[src/rtl/fp_pkg.sv]
// Shared widths and packed types for the single-precision round/pack stage.
package fp_pkg;

   localparam int EXP_W = 8;
   localparam int MAN_W = 23;
   localparam logic [EXP_W-1:0] EXP_MAX = '1;

   typedef struct packed {
      logic             sign;
      logic [EXP_W-1:0] exp;
      logic [MAN_W-1:0] frac;
   } fp32_t;

   typedef struct packed {
      logic g;
      logic r;
      logic s;
   } grs_t;

endpackage

[src/rtl/fp_rne_incr.sv]
// Round-to-nearest-even decision from the fraction LSB and guard/round/sticky.
// The inexact output exists only when FP_ROUND_FLAGS_EN is defined.
module fp_rne_incr
   import fp_pkg::*;
(
   input  logic mant_lsb,
   input  grs_t grs,
   output logic rnd_up
`ifdef FP_ROUND_FLAGS_EN
   ,
   output logic inexact
`endif
);

   // Exact ties (G=1, R=S=0) round up only when that makes the fraction even.
   assign rnd_up = grs.g & (grs.r | grs.s | mant_lsb);

`ifdef FP_ROUND_FLAGS_EN
   assign inexact = |grs;
`endif

endmodule

[src/rtl/fp_round_pack.sv]
// Rounding, overflow saturation and packing stage of the FP adder, 2-stage valid/ready.
// Optional out_overflow/out_inexact flags are built when FP_ROUND_FLAGS_EN is defined.
module fp_round_pack
   import fp_pkg::*;
(
   input  logic                     clk,
   input  logic                     rst_n,
   input  logic                     in_valid,
   output logic                     in_ready,
   input  logic                     in_sign,
   input  logic [EXP_W-1:0]         in_exp,
   input  logic [MAN_W-1:0]         in_mant,
   input  logic [2:0]               in_grs,
   input  logic                     in_zero,
   output logic                     out_valid,
   input  logic                     out_ready,
   output logic [1+EXP_W+MAN_W-1:0] out_result
`ifdef FP_ROUND_FLAGS_EN
   ,
   output logic                     out_overflow,
   output logic                     out_inexact
`endif
);

   logic             s1_en, s2_en, accept;
   logic             s1_valid, s2_valid;
   logic             s1_sign, s1_zero, s1_rnd_up;
   logic [EXP_W-1:0] s1_exp;
   logic [MAN_W-1:0] s1_mant;
   logic             rne_rnd_up;
   grs_t             grs;
   fp32_t            s2_data, s2_next;
   logic [MAN_W:0]   sum;
   logic [EXP_W-1:0] exp_n;
`ifdef FP_ROUND_FLAGS_EN
   logic             s1_inexact, rne_inexact, s2_ovf_next;
`endif

   assign s2_en    = !s2_valid | out_ready;
   assign s1_en    = !s1_valid | s2_en;
   assign in_ready = s1_en;
   assign accept   = in_valid & in_ready;
   assign grs      = grs_t'(in_grs);

   fp_rne_incr u_rne (
      .mant_lsb (in_mant[0]),
      .grs      (grs),
      .rnd_up   (rne_rnd_up)
`ifdef FP_ROUND_FLAGS_EN
      ,
      .inexact  (rne_inexact)
`endif
   );

   // NOTE: every signal gets a default before the branches, so no path leaves one unassigned and no latch is inferred.
   always_comb begin
      sum     = {1'b0, s1_mant} + {{MAN_W{1'b0}}, s1_rnd_up};
      exp_n   = s1_exp + {{(EXP_W-1){1'b0}}, sum[MAN_W]};
      s2_next = '{sign: s1_sign, exp: s1_exp, frac: s1_mant};
`ifdef FP_ROUND_FLAGS_EN
      s2_ovf_next = 1'b0;
`endif
      if (s1_zero) begin
         s2_next = '{sign: s1_sign, exp: '0, frac: '0};
      end else if (s1_exp != EXP_MAX) begin
         // A carry out of the fraction leaves sum's low bits zero, so frac is already 0.
         s2_next.exp  = exp_n;
         s2_next.frac = sum[MAN_W-1:0];
         if (exp_n == EXP_MAX) begin
            s2_next.frac = '0;
`ifdef FP_ROUND_FLAGS_EN
            s2_ovf_next  = 1'b1;
`endif
         end
      end
   end

   // NOTE: state updates use non-blocking assignments so every register samples pre-edge values.
   // NOTE: datapath registers are reset too, so out_result reads as zero straight out of reset.
   always_ff @(posedge clk or negedge rst_n) begin
      if (!rst_n) begin
         s1_valid  <= 1'b0;
         s1_sign   <= 1'b0;
         s1_exp    <= '0;
         s1_mant   <= '0;
         s1_zero   <= 1'b0;
         s1_rnd_up <= 1'b0;
`ifdef FP_ROUND_FLAGS_EN
         s1_inexact <= 1'b0;
`endif
      end else begin
         if (s1_en) s1_valid <= in_valid;
         if (accept) begin
            s1_sign   <= in_sign;
            s1_exp    <= in_exp;
            s1_mant   <= in_mant;
            s1_zero   <= in_zero;
            s1_rnd_up <= rne_rnd_up;
`ifdef FP_ROUND_FLAGS_EN
            s1_inexact <= rne_inexact & !in_zero;
`endif
         end
      end
   end

   always_ff @(posedge clk or negedge rst_n) begin
      if (!rst_n) begin
         s2_valid <= 1'b0;
         s2_data  <= '0;
`ifdef FP_ROUND_FLAGS_EN
         out_overflow <= 1'b0;
         out_inexact  <= 1'b0;
`endif
      end else if (s2_en) begin
         s2_valid <= s1_valid;
         if (s1_valid) begin
            s2_data <= s2_next;
`ifdef FP_ROUND_FLAGS_EN
            out_overflow <= s2_ovf_next;
            out_inexact  <= s1_inexact;
`endif
         end
      end
   end

   assign out_valid  = s2_valid;
   assign out_result = s2_data;

endmodule

[config.mk]
export PLATFORM = sky130hd
export DESIGN_NAME = fp_round_pack
export DESIGN_NICKNAME = d
export VERILOG_FILES = /design/src/rtl/fp_pkg.sv /design/src/rtl/fp_rne_incr.sv /design/src/rtl/fp_round_pack.sv
export SDC_FILE = /design/constraint.sdc
export NUM_CORES = 1
export LEC_CHECK = 0
export BUFFER_PORTS_ARGS = -buffer_cell sky130_fd_sc_hd__buf_2
export CAP_MARGIN = 20
export CORE_MARGIN = 8
export CORE_UTILIZATION = 53
export DETAILED_ROUTE_END_ITERATION = 16
export GPL_ROUTABILITY_DRIVEN = 0
export PLACE_DENSITY = 0.78
export SLEW_MARGIN = 20
export SYNTH_ARGS = -nofsm -noshare
export SYNTH_HDL_FRONTEND = slang
export SYNTH_SLANG_ARGS = --single-unit
[constraint.sdc]
create_clock -name clk -period 6.9 [get_ports clk]
set_input_delay 1.38 -clock clk [delete_from_list [all_inputs] [get_ports clk]]
set_output_delay 1.38 -clock clk [all_outputs]
set_load 0.05 [all_outputs]
==> Word-level counts from Yosys, hierarchy flattened <==
Index checks and enable logic that the tools add are counted.
{ "op_classes": {"n_bitwise": 6, "n_mux": 3, "order_cmp": 0, "addsub": 2, "n_mul": 0, "shift": 0, "div_mod_pow": 0, "n_reduce_logical": 3, "eq_ne": 2} }
{ "op_table": {"columns": ["operator", "count"], "rows": [
  ["31-bit two-way mux", 2],
  ["23-bit by 1-bit adder with 24-bit output", 1],
  ["23-bit two-way mux", 1],
  ["8-bit by 1-bit adder with 8-bit output", 1],
  ["8-bit == test (second input constant)", 1],
  ["8-bit != test (second input constant)", 1],
  ["1-bit bitwise OR", 4],
  ["1-bit bitwise AND", 2],
  ["1-bit zero test", 2],
  ["2-bit AND reduction", 1]
]} }
{ "word_totals": {"latch_bits": 0, "ramBits": 0, "romBits": 0, "regBits": 68, "memories": 0, "in_bits": 40} }

==> Depth between registers and ports, before layout <==
{ "depth": {"word_depth": 6, "depth_mapped": 11, "ltp_nobuf": 10} }

==> Cells and area by module <==
From an unflattened synthesis, not the netlist that was laid out.
{ "unflattened": {"hier_cells": 305, "hier_area_um2": 3400.8} }
{ "by_module_without_submodules": {"columns": ["module", "cells_per_inst", "seq_area_each_um2", "area_each_um2", "instances"], "rows": [
  ["fp_round_pack", 304, 1701.6, 3392.0, 1],
  ["fp_rne_incr", 1, 0.0, 8.8, 1]
]} }

==> Least setup slack after synthesis <==
Ideal clock, no wire load.
{ "synth_path": {"path_kind": "input to output", "startpoint": "input out_ready", "endpoint": "output in_ready", "t_arrival_ps": 1869, "required_time_ps": 5520, "slack_ps": 3651, "cell_stages": 1, "path_buffers": 0, "path_cell_list": "nand3b_1"} }
{ "synth_via": {"elab_chain_cells": 2} }
{ "synth_rtl": {"columns": ["item", "line", "source"], "rows": [
  ["start: declaration", "fp_round_pack.sv:16", "input logic out_ready,"],
  ["1-bit bitwise OR", "fp_round_pack.sv:39", "assign s2_en = !s2_valid | out_ready;"],
  ["1-bit bitwise OR", "fp_round_pack.sv:40", "assign s1_en = !s1_valid | s2_en;"],
  ["end: declaration", "fp_round_pack.sv:9", "output logic in_ready,"]
]} }
Every way passes these cells.

==> Worst setup path in the final report <==
{ "layout_path": {"startpoint": "register s1_mant[9]", "endpoint": "register s2_data, in the netlist out_result[2]"} }
{ "layout_via": {"elab_chain_cells": 6} }
{ "layout_rtl": {"columns": ["item", "line", "source"], "rows": [
  ["start: declaration", "fp_round_pack.sv:29", "logic [MAN_W-1:0] s1_mant;"],
  ["start signal: assignment", "fp_round_pack.sv:96", "s1_mant <= in_mant;"],
  ["23-bit by 1-bit adder with 24-bit output", "fp_round_pack.sv:57", "sum = {1'b0, s1_mant} + {{MAN_W{1'b0}}, s1_rnd_up};"],
  ["8-bit by 1-bit adder with 8-bit output", "fp_round_pack.sv:58", "exp_n = s1_exp + {{(EXP_W-1){1'b0}}, sum[MAN_W]};"],
  ["8-bit == test", "fp_round_pack.sv:69", "if (exp_n == EXP_MAX) begin"],
  ["23-bit two-way mux", "fp_round_pack.sv:69", null],
  ["31-bit two-way mux", "fp_round_pack.sv:65", "end else if (s1_exp != EXP_MAX) begin"],
  ["31-bit two-way mux", "fp_round_pack.sv:63", "if (s1_zero) begin"],
  ["end signal: assignment", "fp_round_pack.sv:117", "s2_data <= s2_next;"],
  ["end: declaration", "fp_round_pack.sv:32", "fp32_t s2_data, s2_next;"]
]} }
Every way passes these cells.
A chain may end at the register's enable or synchronous reset.

==> results.rst <==
.. list-table::
   :header-rows: 1

   * - Metric
     - Value
   * - Status
     - complete, no violations
   * - Violation count after the first detailed-route iteration
     - between 150 and 200
   * - Number of max-slew violations in the final report
     - 0
   * - Fraction of synthesized cell area taken by the top area cell type
     - 0.506
   * - Post-detailed-routing wire length
     - 7.42 mm
   * - Setup total negative slack
     - 0 ps
   * - Die width
     - 95.6 um
   * - Register area share after synthesis
     - 0.506
   * - Vias in the first global route
     - 2600
   * - Power Internal
     - between 700 and 800 uW
   * - Per-cell routed wire length
     - about 16 um
   * - Data arrival at the endpoint of the critical path
     - about 4000 ps
   * - Logic gate share of total power
     - 0.287
   * - First-pass GRT wire length
     - 12.6 mm
   * - Overall die area
     - just over 9000 sq um
   * - Proportion of layout cells with a drive suffix above 1
     - 0.372
   * - Number of antenna violations at the first check in global routing
     - 0
   * - Post-CTS setup buffer count
     - 0
   * - Effective utilization at floorplan
     - 0.538
   * - Vert. Die Dim
     - roughly 96 um
   * - Total Nets Final
     - approximately 420
   * - Kind of start point of the critical path
     - flip-flop
   * - Post-route antenna net violation count
     - 0
   * - Worst-skew pair later-pin latency
     - 340 ps
   * - Met2 usage in global routing
     - 0.257
   * - CTS tree
     - built
   * - Clock transition time at the flip-flop clock pins of the worst setup and hold paths
     - 70 ps
   * - Final clock period utilization by the worst path
     - 0.556
   * - Leading cell types by count after synthesis
     - sky130_fd_sc_hd__dfrtp_1 (68), sky130_fd_sc_hd__nand2_1 (44), sky130_fd_sc_hd__mux2_2 (34)
   * - Sequential Power Share
     - 0.427
   * - Count of unique library cells instantiated by Yosys
     - 38
   * - Leakage power
     - 0.00186 uW
   * - M3 GR Usage
     - 0.0362
   * - Hold buffer count at CTS
     - 0
   * - Cell taking the most area after synthesis
     - sky130_fd_sc_hd__dfrtp_1
   * - Main flop type after synthesis
     - sky130_fd_sc_hd__dfrtp_1
   * - Cells after Synth
     - 302
   * - Async SR Flop Fraction
     - 1.00
   * - Power dissipated by switching net loads
     - 452 uW
   * - Max-cap check violation count
     - 0
   * - Class of the tightest hold or removal check
     - flip-flop to flip-flop
   * - Number of filler cells placed in the layout
     - 506
   * - Area occupied by multi-input gates
     - 1560 sq um
   * - Largest net degree at the start of global routing
     - 69
   * - Row cnt
     - 29
   * - Part of the total power dissipated in the clock network
     - 0.286
   * - Global router's overall resource usage
     - 0.177
   * - Largest fanout of any net on the critical path
     - 14
   * - Grt ovf
     - 0
   * - Kind of capture point of the worst setup path
     - flip-flop
   * - Power per unit of standard cell area
     - 310 nW/um^2
   * - Hold Vio Cnt, Final
     - 0
   * - Worst Setup Path Type
     - flip-flop to flip-flop
   * - Switching power share of the total
     - 0.365
   * - Normalized max-slew margin
     - 0.441
   * - Area added between synthesis and finish
     - 19.0%
   * - Area taken by flip-flops and latches
     - 1700 sq um
   * - Final setup fails
     - 0
   * - Post-Route Skew
     - 8.31 ps
   * - Maximum root-to-sink buffer count
     - 2
   * - Root buf cell
     - sky130_fd_sc_hd__clkbuf_8
   * - Peak clock frequency supported by timing
     - 0.261 GHz
   * - Synthesis Warnings
     - 0
   * - Met1 Resource Use GR
     - 0.243
   * - Number of enable flip-flop cells after synthesis
     - 0
   * - I/O pins
     - 74
   * - Count of TritonRoute iterations in the first routing pass
     - 4
   * - Via count normalized by instance count
     - 5.57
   * - Maximum level of the CTS H-tree
     - 3
   * - CTS-repair resized insts
     - 0
   * - TritonCTS buffer count
     - 9
   * - Post-layout minimum cycle time
     - roughly 3800 ps
   * - Routed via count
     - 2556
   * - DPL Wire Length
     - 5.48 mm
   * - Number of buffer cells added on primary ports
     - 73
   * - Busiest layer in global routing
     - met2
   * - Sink Count
     - 68
   * - Netlist Area Pre-Place
     - approximately 3400 sq um
   * - Data required time of the critical path
     - 7080 ps
   * - Most numerous cell in the Yosys netlist
     - sky130_fd_sc_hd__dfrtp_1
   * - Unrepaired setup endpoints after global routing
     - no
   * - Count of inserted antenna diode cells
     - 0
   * - Synthesized flop and latch total
     - 68
   * - Ranking of synthesized cells by area
     - sky130_fd_sc_hd__dfrtp_1 (51%), sky130_fd_sc_hd__mux2_2 (11%), sky130_fd_sc_hd__nand2_1 (4.9%)
   * - Number of nets in the synthesized netlist
     - 346
   * - IR drop worst, VDD
     - 159 uV
   * - Floorplan core area
     - 6240 sq um
   * - Slew of the pin with the lowest slew margin
     - 839 ps
   * - Overall power
     - 1240 uW
   * - Average cell area after synthesis
     - ~11 sq um
   * - Post-detailed-route DRC marker count
     - 0
## placed cells by master (no fill, tap or decap), types with 2 or more instances in the layout
cell type | Yosys | routed
sky130_fd_sc_hd__nor4_1 | 4 | 4
sky130_fd_sc_hd__a211oi_1 | 2 | 2
sky130_fd_sc_hd__nor3_2 | 2 | 2
sky130_fd_sc_hd__clkbuf_8 | 0 | 10
sky130_fd_sc_hd__o21ai_2 | 10 | 10
sky130_fd_sc_hd__nand4_1 | 12 | 12
sky130_fd_sc_hd__nand2_1 | 44 | 44
sky130_fd_sc_hd__xnor2_1 | 9 | 9
sky130_fd_sc_hd__ha_1 | 4 | 4
sky130_fd_sc_hd__buf_2 | 1 | 73
sky130_fd_sc_hd__dfrtp_1 | 68 | 68
sky130_fd_sc_hd__nor3_1 | 4 | 4
sky130_fd_sc_hd__nor2_1 | 6 | 6
sky130_fd_sc_hd__xor2_1 | 15 | 15
sky130_fd_sc_hd__and3_1 | 4 | 4
sky130_fd_sc_hd__mux2_2 | 34 | 34
sky130_fd_sc_hd__nand2b_1 | 5 | 5
sky130_fd_sc_hd__o21ai_0 | 8 | 8
sky130_fd_sc_hd__nand3_1 | 15 | 15
sky130_fd_sc_hd__mux2i_1 | 2 | 2
sky130_fd_sc_hd__a21o_1 | 5 | 5
sky130_fd_sc_hd__buf_4 | 0 | 3
sky130_fd_sc_hd__clkinv_2 | 0 | 3
sky130_fd_sc_hd__and4_1 | 3 | 3
sky130_fd_sc_hd__o31ai_4 | 2 | 2
sky130_fd_sc_hd__bufinv_16 | 0 | 2
sky130_fd_sc_hd__inv_1 | 9 | 9
sky130_fd_sc_hd__o31ai_1 | 11 | 11
## power groups by stage
stage	combinational, uW	sequential (uW)	clock [uW]
global placement	352	532	0
detailed placement	358	536	0
global route	383	541	378
CTS	359	529	362
floorplan	135	658	0
finish	355	529	355
## area by class of cell
type / count / area share
Sequential cell: 68 / 0.425
Multi-Input combinational cell: 213 / 0.391
Timing Repair Buffer: 76 / 0.0970
Clock buffer: 11 / 0.0353
Tap cell: 77 / 0.0241
Clock inverter: 5 / 0.0188
Inverter: 9 / 0.00845
## critical path, stage by stage, from the launching register on
cell                      delay [ps]
sky130_fd_sc_hd__dfrtp_1         460
sky130_fd_sc_hd__nand4_1         200
sky130_fd_sc_hd__or4_1           590
sky130_fd_sc_hd__nor4_1          330
sky130_fd_sc_hd__ha_1            260
sky130_fd_sc_hd__ha_1            230
sky130_fd_sc_hd__nand3_1         100
sky130_fd_sc_hd__xor2_1          160
sky130_fd_sc_hd__or3b_4          410
sky130_fd_sc_hd__o31ai_4         730
sky130_fd_sc_hd__o21ai_0         200
## worst paths after layout
kind                       cells past startpoint  slack (ps)                        from                          to
max                                           10        3060      s1_mant[9]$_DFFE_PN0P_   out_result[2]$_DFFE_PN0P_
min                                            2         470  out_result[30]$_DFFE_PN0P_  out_result[30]$_DFFE_PN0P_
max reg2reg                                   10        3060      s1_mant[9]$_DFFE_PN0P_   out_result[2]$_DFFE_PN0P_
min reg2reg                                    2         470  out_result[30]$_DFFE_PN0P_  out_result[30]$_DFFE_PN0P_
max in group asynchronous                      2        5120                       rst_n  out_result[30]$_DFFE_PN0P_
min in group asynchronous                      2        1220                       rst_n  out_result[25]$_DFFE_PN0P_
## sequential cells by signal, summed over array words and instances (netlist names)
register,cells
s1_valid,1
s1_zero,1
out_valid,1
s1_rnd_up,1
s1_mant,23
s1_exp,8
out_result,32
s1_sign,1
## through the flow
stage	utilization	std cells	hold WS, ps	instance area [sq um]	setup slack [ps]
global route	0.641	459	491	4000	2730
CTS	0.641	459	475	4000	3030
floorplan	-	302	456	3360	3650
finish	0.641	459	470	4000	3060
global placement	0.606	443	450	3780	3160
detailed placement	0.606	443	459	3780	3010
## cell families (layout without fill, tap and decap cells)
kind of cell / Yosys count / after routing / synth area share
muxes: 36 / 36 / 0.120
buffers and inverters: 21 / 101 / 0.0283
adders and majority gates: 4 / 4 / 0.0149
and+or+nand+nor: 104 / 104 / 0.159
xor gates and xnor gates: 24 / 24 / 0.0625
AOI/OAI and AO/OA: 45 / 45 / 0.109
DFF: 68 / 68 / 0.506
## routing by layer
layer  wire length [um]  up-vias
li1                   -     1236
met1               3340     1219
met2               3400       86
met3                522       15
met4                155        0
met5                  0        -
Note: power is estimated with default switching activity, not from simulation.
